===== src/rtl/conv_mac_engine_if.sv =====
// Job/result handshake bundle for conv_mac_engine: window, kernel and mode in,
// clamped convolution result out.
interface conv_mac_engine_if #(
   parameter int DATA_W = 8,
   parameter int KSIZE  = 3,
   parameter int OUT_W  = 11
);
   localparam int N = KSIZE * KSIZE;

   logic                  in_valid;
   logic                  in_ready;
   logic [N*DATA_W-1:0]   input_data;
   logic [N*DATA_W-1:0]   kernel;
   logic [1:0]            mode;
   logic                  out_valid;
   logic                  out_ready;
   logic [OUT_W-1:0]      out_conv_o;
   logic                  sat_o;

   modport master (
      output in_valid, input_data, kernel, mode, out_ready,
      input  in_ready, out_valid, out_conv_o, sat_o
   );

   modport slave (
      input  in_valid, input_data, kernel, mode, out_ready,
      output in_ready, out_valid, out_conv_o, sat_o
   );
endinterface


===== src/rtl/conv_mac_engine.sv =====
// Sequential KSIZE x KSIZE convolution MAC: one fixed-point tap per cycle,
// then wrap/ReLU/saturate output mapping held until the consumer takes it.
module conv_mac_engine #(
   parameter int DATA_W    = 8,
   parameter int FRAC_BITS = 6,
   parameter int KSIZE     = 3,
   parameter int OUT_W     = 11
) (
   input  logic             clk,
   input  logic             rst,
   conv_mac_engine_if.slave bus,
   output logic             busy
);
   localparam int N      = KSIZE * KSIZE;
   localparam int VEC_W  = N * DATA_W;
   localparam int PROD_W = 2 * DATA_W;
   localparam int ACC_W  = 2 * DATA_W + $clog2(N);
   localparam int CNT_W  = $clog2(N + 1);

   localparam logic signed [ACC_W-1:0] SAT_HI = ACC_W'((2 ** (OUT_W - 1)) - 1);
   localparam logic signed [ACC_W-1:0] SAT_LO = ~SAT_HI;

   typedef enum logic [1:0] {IDLE, MAC, DONE} state_t;

   state_t                   state;
   logic [VEC_W-1:0]         pix_sh;
   logic [VEC_W-1:0]         wgt_sh;
   logic [1:0]               mode_q;
   logic signed [ACC_W-1:0]  acc;
   logic [CNT_W-1:0]         tap;

   logic signed [DATA_W-1:0] pix_cur;
   logic signed [DATA_W-1:0] wgt_cur;
   logic signed [PROD_W-1:0] prod;
   logic signed [PROD_W-1:0] term;
   logic signed [ACC_W-1:0]  term_ext;
   logic [OUT_W-1:0]         map_val;
   logic                     map_sat;

   // Window and kernel shift toward the MSB so the current tap is always the top slice.
   assign pix_cur = pix_sh[VEC_W-1 -: DATA_W];
   assign wgt_cur = wgt_sh[VEC_W-1 -: DATA_W];

   always_comb begin
      prod     = PROD_W'(pix_cur) * PROD_W'(wgt_cur);
      term     = prod >>> FRAC_BITS;
      term_ext = {{(ACC_W - PROD_W){term[PROD_W-1]}}, term};
   end

   always_comb begin
      map_val = acc[OUT_W-1:0];
      map_sat = 1'b0;
      case (mode_q)
         2'b01: begin
            if (acc < 0) map_val = '0;
         end
         2'b10: begin
            if (acc > SAT_HI) begin
               map_val = SAT_HI[OUT_W-1:0];
               map_sat = 1'b1;
            end else if (acc < SAT_LO) begin
               map_val = SAT_LO[OUT_W-1:0];
               map_sat = 1'b1;
            end
         end
         2'b11: begin
            if (acc < 0) begin
               map_val = '0;
            end else if (acc > SAT_HI) begin
               map_val = SAT_HI[OUT_W-1:0];
               map_sat = 1'b1;
            end
         end
         default: ;
      endcase
   end

   // The extra MAC cycle at tap == N registers the mapped result, giving N+1 latency.
   always_ff @(posedge clk) begin
      if (rst) begin
         state          <= IDLE;
         pix_sh         <= '0;
         wgt_sh         <= '0;
         mode_q         <= '0;
         acc            <= '0;
         tap            <= '0;
         bus.in_ready   <= 1'b1;
         bus.out_valid  <= 1'b0;
         bus.out_conv_o <= '0;
         bus.sat_o      <= 1'b0;
         busy           <= 1'b0;
      end else begin
         case (state)
            IDLE: begin
               if (bus.in_valid && bus.in_ready) begin
                  pix_sh       <= bus.input_data;
                  wgt_sh       <= bus.kernel;
                  mode_q       <= bus.mode;
                  acc          <= '0;
                  tap          <= '0;
                  bus.in_ready <= 1'b0;
                  busy         <= 1'b1;
                  state        <= MAC;
               end
            end
            MAC: begin
               if (tap == CNT_W'(N)) begin
                  bus.out_conv_o <= map_val;
                  bus.sat_o      <= map_sat;
                  bus.out_valid  <= 1'b1;
                  state          <= DONE;
               end else begin
                  acc    <= acc + term_ext;
                  pix_sh <= pix_sh << DATA_W;
                  wgt_sh <= wgt_sh << DATA_W;
                  tap    <= tap + CNT_W'(1);
               end
            end
            DONE: begin
               if (bus.out_ready) begin
                  bus.out_valid <= 1'b0;
                  bus.in_ready  <= 1'b1;
                  busy          <= 1'b0;
                  state         <= IDLE;
               end
            end
            default: state <= IDLE;
         endcase
      end
   end
endmodule


===== src/flat_wrapper.sv =====
// flat-port wrapper written by rule: the top's interface ports become plain ports
module conv_mac_engine_flat 
#(
   parameter int DATA_W    = 8,
   parameter int FRAC_BITS = 6,
   parameter int KSIZE     = 3,
   parameter int OUT_W     = 11
)
  (clk, rst, busy, bus_in_valid, bus_input_data, bus_kernel, bus_mode, bus_out_ready, bus_in_ready, bus_out_valid, bus_out_conv_o, bus_sat_o);
  conv_mac_engine_if #(.DATA_W(DATA_W), .KSIZE(KSIZE), .OUT_W(OUT_W)) bus_i ();
  input  logic clk;
  input  logic rst;
  output logic busy;
  input wire logic [$bits(bus_i.in_valid)-1:0] bus_in_valid;
  input wire logic [$bits(bus_i.input_data)-1:0] bus_input_data;
  input wire logic [$bits(bus_i.kernel)-1:0] bus_kernel;
  input wire logic [$bits(bus_i.mode)-1:0] bus_mode;
  input wire logic [$bits(bus_i.out_ready)-1:0] bus_out_ready;
  output wire logic [$bits(bus_i.in_ready)-1:0] bus_in_ready;
  output wire logic [$bits(bus_i.out_valid)-1:0] bus_out_valid;
  output wire logic [$bits(bus_i.out_conv_o)-1:0] bus_out_conv_o;
  output wire logic [$bits(bus_i.sat_o)-1:0] bus_sat_o;
  assign bus_i.in_valid = bus_in_valid;
  assign bus_i.input_data = bus_input_data;
  assign bus_i.kernel = bus_kernel;
  assign bus_i.mode = bus_mode;
  assign bus_i.out_ready = bus_out_ready;
  assign bus_in_ready = bus_i.in_ready;
  assign bus_out_valid = bus_i.out_valid;
  assign bus_out_conv_o = bus_i.out_conv_o;
  assign bus_sat_o = bus_i.sat_o;
  conv_mac_engine #(.DATA_W(DATA_W), .FRAC_BITS(FRAC_BITS), .KSIZE(KSIZE), .OUT_W(OUT_W)) u_core (.clk(clk), .rst(rst), .bus(bus_i), .busy(busy));
endmodule

===== config.mk =====
export PLATFORM = sky130hd
export DESIGN_NAME = conv_mac_engine_flat
export DESIGN_NICKNAME = d
export VERILOG_FILES = /design/src/rtl/conv_mac_engine_if.sv /design/src/rtl/conv_mac_engine.sv /design/src/flat_wrapper.sv
export SDC_FILE = /design/constraint.sdc
export NUM_CORES = 1
export LEC_CHECK = 0
export CORE_MARGIN = 5
export CORE_UTILIZATION = 36
export DETAILED_ROUTE_END_ITERATION = 10
export GPL_ROUTABILITY_DRIVEN = 0
export GPL_TIMING_DRIVEN = 0
export PLACE_DENSITY = 0.59
export SLEW_MARGIN = 10
export SYNTH_ARGS = -nofsm -noshare
export SYNTH_HDL_FRONTEND = slang
export SYNTH_SLANG_ARGS = --single-unit

===== constraint.sdc =====
create_clock -name clk -period 6.15 [get_ports clk]
set_input_delay 1.23 -clock clk [delete_from_list [all_inputs] [get_ports clk]]
set_output_delay 1.23 -clock clk [all_outputs]
set_load 0.05 [all_outputs]

# After elaboration in Yosys (flattened, before gate mapping)
# Index checks and enable logic that the tools add are counted.
[word_totals]
reg_bits = 187
latch_bits = 0
ram_bits = 0
rom_bits = 0
in_bits = 150
out_inout_bits = 15
elab_cells = 73
n_memories = 0
[classes]
addsub = 2
n_mul = 1
n_div = 0
order_cmp = 3
eq_ne = 10
shift = 0
muxes = 35
n_bitwise = 0
n_reduce_logical = 11
[op_table]
columns = ["cell", "count"]
rows = [
  ["72-bit 2-to-1 mux", 4],
  ["72-bit one-hot mux with 2 select lines", 2],
  ["11-bit 2-to-1 mux", 5],
  ["20-bit 2-to-1 mux", 2],
  ["20-bit one-hot mux with 2 select lines", 1],
  ["11-bit one-hot mux with 3 select lines", 1],
  ["20-bit by 10-bit adder with 20-bit output", 1],
  ["20-bit by 11-bit > comparator with 1-bit output, second input constant", 1],
  ["20-bit by 1-bit < comparator with 1-bit output, second input constant", 1],
  ["20-bit by 11-bit < comparator with 1-bit output, second input constant", 1],
  ["8-bit by 8-bit multiplier with 16-bit output", 1],
  ["3-bit AND reduction", 4],
  ["1-bit 2-to-1 mux", 9],
  ["4-bit 2-to-1 mux", 2],
  ["1-bit one-hot mux with 2 select lines", 4],
  ["4-bit one-hot mux with 2 select lines", 1],
  ["2-bit == test, second input constant", 3],
  ["2-bit 2-to-1 mux", 3],
  ["2-bit one-hot mux with 3 select lines", 1],
  ["2-bit nonzero test", 3],
  ["4-bit by 1-bit adder with 4-bit output, second input constant", 1],
  ["2-bit by 1-bit == test with 1-bit output, second input constant", 2],
  ["4-bit == test, second input constant", 1],
  ["2-bit by 1-bit inequality test with 1-bit output, second input constant", 2],
  ["4 further kinds", 6],
]

# Logic depth before layout (Yosys ltp)
# Gate-level depths: netlist of the first run.
[depth]
depth_word = 4
ltp_mapped = 26
mapped_depth_nobuf = 26

# Worst setup path before layout of the first run
# No wires, ideal clock.
[synth_path]
path_type = "register to register"
from = "register u_core.wgt_sh[67]"
to = "register u_core.acc[19]"
t_arrival_ns = 6.100
slack_ns = -0.075
path_stages_with_launch = 24
path_buffers = 0
path_cell_list = "dfxtp_1 > and2_1 > fa_1 > inv_1 > fa_1 > inv_1 > fa_1 > inv_1 > fa_1 > inv_1 > ha_1 > and3_1 > a21oi_1 > a31oi_1 > xnor2_2 > ha_1 > a21o_1 > a22oi_2 > a32oi_1 > a41o_1 > a2111o_1 > a21oi_2 > nand4bb_1 > o211ai_2"
[synth_via]
elab_chain_len = 4
[synth_lines]
columns = ["item", "line", "text"]
rows = [
  ["from (decl)", "conv_mac_engine.sv:27", "logic [VEC_W-1:0] wgt_sh;"],
  ["from (signal assigned)", "conv_mac_engine.sv:97", "wgt_sh <= bus.kernel;"],
  ["from (signal assigned)", "conv_mac_engine.sv:115", "wgt_sh <= wgt_sh << DATA_W;"],
  ["8-bit by 8-bit multiplier with 16-bit output", "conv_mac_engine.sv:45", "prod = PROD_W'(pix_cur) * PROD_W'(wgt_cur);"],
  ["20-bit by 10-bit adder with 20-bit output", "conv_mac_engine.sv:113", "acc <= acc + term_ext;"],
  ["20-bit 2-to-1 mux", "conv_mac_engine.sv:107", "if (tap == CNT_W'(N)) begin"],
  ["20-bit one-hot mux with 2 select lines", "conv_mac_engine.sv:93", "case (state)"],
  ["to (signal assigned)", "conv_mac_engine.sv:113", ""],
  ["to (decl)", "conv_mac_engine.sv:29", "logic signed [ACC_W-1:0] acc;"],
]
# Every way passes these cells. The select of a mux whose other input is x is not followed.
# A chain may end at the register's enable or synchronous reset.

# Worst setup path in the final report of the first run
[layout_path]
from = "register u_core.wgt_sh[66]"
to = "register u_core.acc[17]"
# Same word-level chain as after synthesis.

==> run metrics, run 1 <==
outcome=complete, but fails checks; area fraction in compound gates after synthesis=19.4%; proportion of synthesized flip-flops having asynchronous set or reset=0%; endpoint with the worst hold slack=u_core.wgt_sh[70]; count of yosys warnings during synthesis=0; maximum capacitance violations=0; synthesized-area fraction occupied by and/or/nand/nor cells=19.7%; depth of the worst register-to-register path=26; share of post-route cells with drive strength above 1=8.48%; number of global-route vias before repair=9398; most frequent cells in the layout=sky130_fd_sc_hd__nand2_1 (181), sky130_fd_sc_hd__nor2_1 (176), sky130_fd_sc_hd__dfxtp_1 (171); Bufs on Longest Clock Path=2; synthesized net count=1461; buffers added on ports=between 150 and 200; effective utilization at floorplan=36.5%; core region area=0.0286 mm²; GR Overflow Total=0; slew of the pin with the lowest slew margin=1.06 ns; library cell contributing the largest single delay on the critical path=sky130_fd_sc_hd__fa_1; relative max-transition margin=29.5%; final instance area=between 0.01 and 0.015 mm²; Crit. End Element=flip-flop; Hold Buf Count CTS=0; dominant combinational cell family by area after synthesis=simple AND/OR/NAND/NOR gates; average detailed-routed wire length per instance=17.3 µm; Starting DRT DRC Count=842; post-synthesis share of cell area spent on xor and xnor gates=approximately 2.1%; vias=9538; type of the tightest min-delay check=flip-flop to flip-flop; start point of the worst min-delay path=u_core.wgt_sh[62]; nature of the critical path startpoint=flip-flop; cell area after placement=0.0126 mm²; total count of max-transition violations in the final report=0; Netlist cell types=58; final setup violation count=2; H-tree levels=4; mean cell area of the mapped netlist=8.64 µm²; post-route clock period utilization=101%; number of enable-type register cells in the synthesized netlist=0; Gate Count Post-Synth=1208; start-to-end type of the worst setup path=flip-flop to flip-flop; highest ir drop seen on vdd=187 µV; number of inserted diodes=0; initial antenna violation count=4; adder-cell share of the synthesized area=16.2%; Total Die Area=0.0325 mm²; violated checks=setup timing; most common cell type on the critical path=sky130_fd_sc_hd__fa_1; reg-to-reg startpoint=u_core.wgt_sh[66]; worst skew pair latency=0.44 ns; arrival time at the worst endpoint=about 6.5 ns; RSZ-0062 raised after global routing=yes; instance count along the most critical hold path=2; Post-DP HPWL=about 24000 µm; total buffers and inverters traversed by the critical path=6; setup ws final=-0.0340 ns; shortest period the worst path allows=6.18 ns; number of placed instances with taps included=approximately 1800; mux contribution to synthesized area=0.396%; number of failing hold endpoints at the final stage=0; via-per-instance ratio=5.27; largest net degree at the start of global routing=18; clock buffer count from CTS=17; non-filler instance count after layout=roughly 1800; root buf cell=sky130_fd_sc_hd__clkbuf_16; number of design rule violations left after detail routing=0; final core area utilization=47.6%; Critical Path Max Stage Delay=0.55 ns; width of the die=180 µm; dominant register cell in the synthesized netlist=sky130_fd_sc_hd__dfxtp_1; register clock-pin slew on the reported worst setup and hold paths=0.07 ns; top achievable clock speed=162 MHz; clock tree from TritonCTS=built; clock skew=0.0128 ns; number of routed nets with antenna violations=0; power density relative to cell area=304 mW/mm²; number of top-level pins=165; sequential element share of the synthesized area=35.9%; area of the mapped netlist=0.0104 mm²; FF-to-FF setup slack=-0.03 ns; net total in the final layout=1667; first-pass iteration count of the detailed router=7; RR Endpoint=u_core.acc[17]; leakage=5.47 nW; most common cell after layout, fill and taps aside=sky130_fd_sc_hd__nand2_1; data required time at the worst endpoint=roughly 6.5 ns; post-synthesis to final-layout area growth=30.6%; routed wire length=31300 µm; Seq cells post-synth=187; Sink Count=approximately 190; global-route wire length before repair=49900 µm; GRT Total Usage=a little under a fifth; Die Y-Extent=180 µm; Largest delay share family, worst path=adder cells; cell row count=62; peak fanout along the critical path=6
[how the worst max path moves through the flow]
stage                      startpoint             end  slack (ns)  depth (start not counted)
floorplan           u_core.wgt_sh[68]  u_core.acc[19]        0.06                         24
global placement    u_core.pix_sh[65]  u_core.acc[19]       -0.61                         23
finish              u_core.wgt_sh[66]  u_core.acc[17]       -0.03                         26
CTS                 u_core.wgt_sh[66]  u_core.acc[19]       -0.02                         25
global route        u_core.wgt_sh[66]  u_core.acc[19]       -0.37                         25
detailed placement  u_core.pix_sh[65]  u_core.acc[19]       -0.62                         23
[logic make-up (layout without fill, tap and decap cells)]
kind of cell / count (synthesis) / in the layout
and+or+nand+nor: 474 / 474
AOI/OAI and AO/OA: 243 / 243
DFF: 187 / 187
buffers and inverters: 173 / 392
adders and majority gates: 103 / 103
xor gates and xnor gates: 24 / 24
muxes: 4 / 4
[area by class of cell]
type / instances / area [µm²]
Inverter: 93 / 349
Fill cell: 2752 / 15000
Buffer: 80 / 308
Timing Repair Buffer: 187 / 1820
Sequential cell: 187 / 3790
Tap cell: 384 / 480
Multi-Input combinational cell: 848 / 6270
Clock buffer: 20 / 457
Clock inverter: 12 / 158
[cell usage after synthesis (all sizes together) (16+ instances only)]
cell type	count	share of area (%)
nor2b	16	0.96
ha	49	5.9
dfxtp	187	36
nand2	184	6.6
a21oi	24	1.2
a222oi	58	5.6
nor2	179	6.5
clkbuf	76	2.7
a311oi	70	5.9
xnor2	19	1.7
nor3	16	0.77
and2	42	2.5
inv	93	3.3
fa	54	10
[sequential cells by signal, indices dropped and copies added, names as in the netlist]
register,cells
u_core.pix_sh,72
u_core.bus.out_conv_o,11
u_core.wgt_sh,72
u_core.state,2
u_core.busy,1
u_core.bus.out_valid,1
u_core.bus.in_ready,1
u_core.bus.sat_o,1
u_core.tap,4
u_core.mode_q,2
u_core.acc,20
[per-layer routing]
layer	global-route usage (%)	up-vias	wire length, µm
li1	-	4657	-
met1	25.4	4606	14400
met2	30.3	230	14700
met3	4.24	39	1620
met4	4.78	6	553
met5	0	-	45
[timing repair]
item | 4_1_cts | 5_1_grt
buffers inserted | 20 | 4
gates resized for setup | 51 | 13
setup endpoints to repair | 8 | 5
pin swaps | 29 | 12
[worst reg2reg max path: stages, from the launching register on]
cell,delay (ns)
sky130_fd_sc_hd__dfxtp_4,0.37
sky130_fd_sc_hd__and2_4,0.16
sky130_fd_sc_hd__fa_1,0.55
sky130_fd_sc_hd__inv_2,0.04
sky130_fd_sc_hd__fa_1,0.50
sky130_fd_sc_hd__inv_1,0.05
sky130_fd_sc_hd__fa_1,0.49
sky130_fd_sc_hd__inv_2,0.04
sky130_fd_sc_hd__fa_1,0.48
sky130_fd_sc_hd__inv_2,0.05
sky130_fd_sc_hd__ha_4,0.22
sky130_fd_sc_hd__nand4b_1,0.09
sky130_fd_sc_hd__o211ai_1,0.11
sky130_fd_sc_hd__buf_4,0.16
sky130_fd_sc_hd__o211ai_1,0.29
sky130_fd_sc_hd__a31oi_2,0.21
sky130_fd_sc_hd__xnor2_4,0.36
sky130_fd_sc_hd__ha_4,0.27
sky130_fd_sc_hd__a21o_1,0.17
sky130_fd_sc_hd__a22oi_2,0.21
sky130_fd_sc_hd__o211ai_2,0.14
sky130_fd_sc_hd__a41o_1,0.30
sky130_fd_sc_hd__buf_4,0.15
sky130_fd_sc_hd__a21o_1,0.15
sky130_fd_sc_hd__a211o_1,0.25
sky130_fd_sc_hd__a32oi_1,0.19
sky130_fd_sc_hd__nor2_1,0.06
[through the flow]
stage          hold WS (ns)  TNS (ns)  total power, mW  worst slack, ns
6_report              0.475   -0.0674             4.15          -0.0340
3_3_place_gp          0.446     -2.12             2.82           -0.613
3_5_place_dp          0.457     -2.16             2.85           -0.618
4_1_cts               0.471   -0.0220             4.11          -0.0220
5_1_grt               0.492     -1.21             4.43           -0.371
2_1_floorplan         0.437         0             2.45           0.0576
[power breakdown]
| part | leakage [nW] | switching, mW | internal (mW) | total, mW |
|---|---|---|---|---|
| combinational | 3.63 | 0.820 | 0.717 | 1.54 |
| sequential | 1.54 | 0.113 | 1.34 | 1.45 |
| clock | 0.299 | 0.522 | 0.636 | 1.16 |
| total | 5.47 | 1.46 | 2.69 | 4.15 |
(Power assumes the default switching activity.)
==> inputs of run 2 (changes only) <==
--- a/config.mk
+++ b/config.mk
@@ -8,9 +8,9 @@
 export CORE_MARGIN = 5
 export CORE_UTILIZATION = 36
 export DETAILED_ROUTE_END_ITERATION = 10
-export GPL_ROUTABILITY_DRIVEN = 0
 export GPL_TIMING_DRIVEN = 0
 export PLACE_DENSITY = 0.59
+export SKIP_LAST_GASP = 1
 export SLEW_MARGIN = 10
 export SYNTH_ARGS = -nofsm -noshare
 export SYNTH_HDL_FRONTEND = slang
==> run metrics, run 2 (synthesis gave the netlist of run 1 again) <==
Setup Slack @ Placement=-0.618 ns; via-per-instance ratio=5.27; fill cell instance count of the final layout=between 2000 and 3000; H-tree levels=4; width of the die=180 µm; number of design rule violations left after detail routing=0; routed length on met1=14500 µm; non-filler instance count after layout=~1800; number of failing hold endpoints at the final stage=0; Starting DRT DRC Count=836; post-route clock period utilization=101%; Crit. End Element=flip-flop; number of routed nets with antenna violations=0; Post-DP HPWL=roughly 24000 µm; number of placed instances with taps included=1755; clock tree from TritonCTS=built; RR Endpoint=u_core.acc[17]; GRT Total Usage=18.7%; maximum capacitance violations=0; core region area=0.0286 mm²; slew of the pin with the lowest slew margin=1.06 ns; depth of the worst register-to-register path=26; Critical Path Max Stage Delay=0.55 ns; outcome=complete, but fails checks; Die Y-Extent=180 µm; endpoint with the worst hold slack=u_core.wgt_sh[70]; registers with the most flip-flops=u_core.pix_sh (72), u_core.wgt_sh (72), u_core.acc (20); reg-to-reg startpoint=u_core.wgt_sh[66]; start point of the critical path=u_core.wgt_sh[66]; GR Overflow Total=0; type of the tightest min-delay check=flip-flop to flip-flop; routed wire length=31300 µm; effective utilization at floorplan=36.5%; instance count along the most critical hold path=2; most common cell after layout, fill and taps aside=sky130_fd_sc_hd__nand2_1; shortest period the worst path allows=about 6.2 ns; RSZ-0062 raised after global routing=yes; Hold Buf Count CTS=0; Sink Count=187; start point of the worst min-delay path=u_core.wgt_sh[62]; setup ws final=-0.0348 ns; relative max-transition margin=between 20 and 30%; global-route wire length before repair=49900 µm; final setup violation count=2; post-synthesis to final-layout area growth=30.5%; FF-to-FF setup slack=-0.03 ns; most common cell type on the critical path=sky130_fd_sc_hd__fa_1; share of post-route cells with drive strength above 1=~8.4%; top achievable clock speed=162 MHz; Bufs on Longest Clock Path=2; cell row count=between 60 and 70; data required time at the worst endpoint=~6.5 ns; buffers added on ports=163; number of global-route vias before repair=~9400; peak fanout along the critical path=6; nature of the critical path startpoint=flip-flop; initial antenna violation count=4; clock skew=0.0127 ns; Met3 Routed Length=about 1600 µm; clock buffer count from CTS=17; highest ir drop seen on vdd=187 µV; total buffers and inverters traversed by the critical path=6; net total in the final layout=~1700; average detailed-routed wire length per instance=17.3 µm; final core area utilization=47.6%; metal2 WL=between 10000 and 15000 µm; first-pass iteration count of the detailed router=8; worst skew pair latency=roughly 0.44 ns; vias=around 9500; start-to-end type of the worst setup path=flip-flop to flip-flop; Largest delay share family, worst path=adder cells; root buf cell=sky130_fd_sc_hd__clkbuf_16; topmost layer with routed signal wires=met5; largest net degree at the start of global routing=18; leakage=5.47 nW; register clock-pin slew on the reported worst setup and hold paths=0.07 ns; arrival time at the worst endpoint=6.49 ns; library cell contributing the largest single delay on the critical path=sky130_fd_sc_hd__fa_1; Total Die Area=about 0.032 mm²; number of inserted diodes=0; number of top-level pins=165; power density relative to cell area=slightly above 300 mW/mm²; most frequent cells in the layout=sky130_fd_sc_hd__nand2_1 (181), sky130_fd_sc_hd__nor2_1 (176), sky130_fd_sc_hd__dfxtp_1 (171); worst hold slack=0.475 ns; violated checks=setup timing; total count of max-transition violations in the final report=0; routability cong.=0.866
## run 2: cell type report
class                           instances  area, µm²  share of cell area (%)
Tap cell                              384        480                    3.53
Inverter                               93        349                    2.56
Clock inverter                         12        158                    1.16
Buffer                                 80        308                    2.26
Multi-Input combinational cell        848       6270                    46.0
Clock buffer                           20        457                    3.35
Sequential cell                       187       3790                    27.8
Timing Repair Buffer                  187       1820                    13.3
## run 2: timing repair
item	CTS	global route
setup buffers	20	4
resized for setup	51	12
pin swaps	29	12
setup endpoints to repair	8	5
## run 2: worst max-delay path by stage
| stage | endpoint | slack [ns] | depth (start not counted) |
|---|---|---|---|
| floorplan | u_core.acc[19] | 0.06 | 24 |
| finish | u_core.acc[17] | -0.03 | 26 |
| detailed placement | u_core.acc[19] | -0.62 | 23 |
| global route | u_core.acc[19] | -0.37 | 25 |
| global placement | u_core.acc[19] | -0.61 | 23 |
| CTS | u_core.acc[19] | -0.02 | 25 |
## run 2: layer usage
metal	up-vias	track usage (%)
li1	4657	-
met2	230	30.3
met1	4613	25.4
met5	-	0
met3	39	4.24
met4	6	4.78
## run 2: stage by stage
step / power [mW] / TNS, ns / area [µm²]
4_1_cts: 4.11 / -0.0220 / 13500
3_5_place_dp: 2.85 / -2.16 / 12600
3_3_place_gp: 2.82 / -2.12 / 12600
6_report: 4.15 / -0.0686 / 13600
5_1_grt: 4.43 / -1.28 / 13600
2_1_floorplan: 2.45 / 0 / 10500
## run 2: power by group
group          total, mW  switching, mW  leakage [nW]  internal (mW)
clock network       1.16          0.523         0.299          0.636
logic               1.54          0.819          3.63          0.716
registers           1.45          0.113          1.54           1.34
total               4.15           1.46          5.47           2.69
## run 2: tightest hold or removal path, cell delays in order (launching register included)
cell and delay, ns:
sky130_fd_sc_hd__dfxtp_1 0.31, sky130_fd_sc_hd__nand2_1 0.05, sky130_fd_sc_hd__a311oi_1 0.07
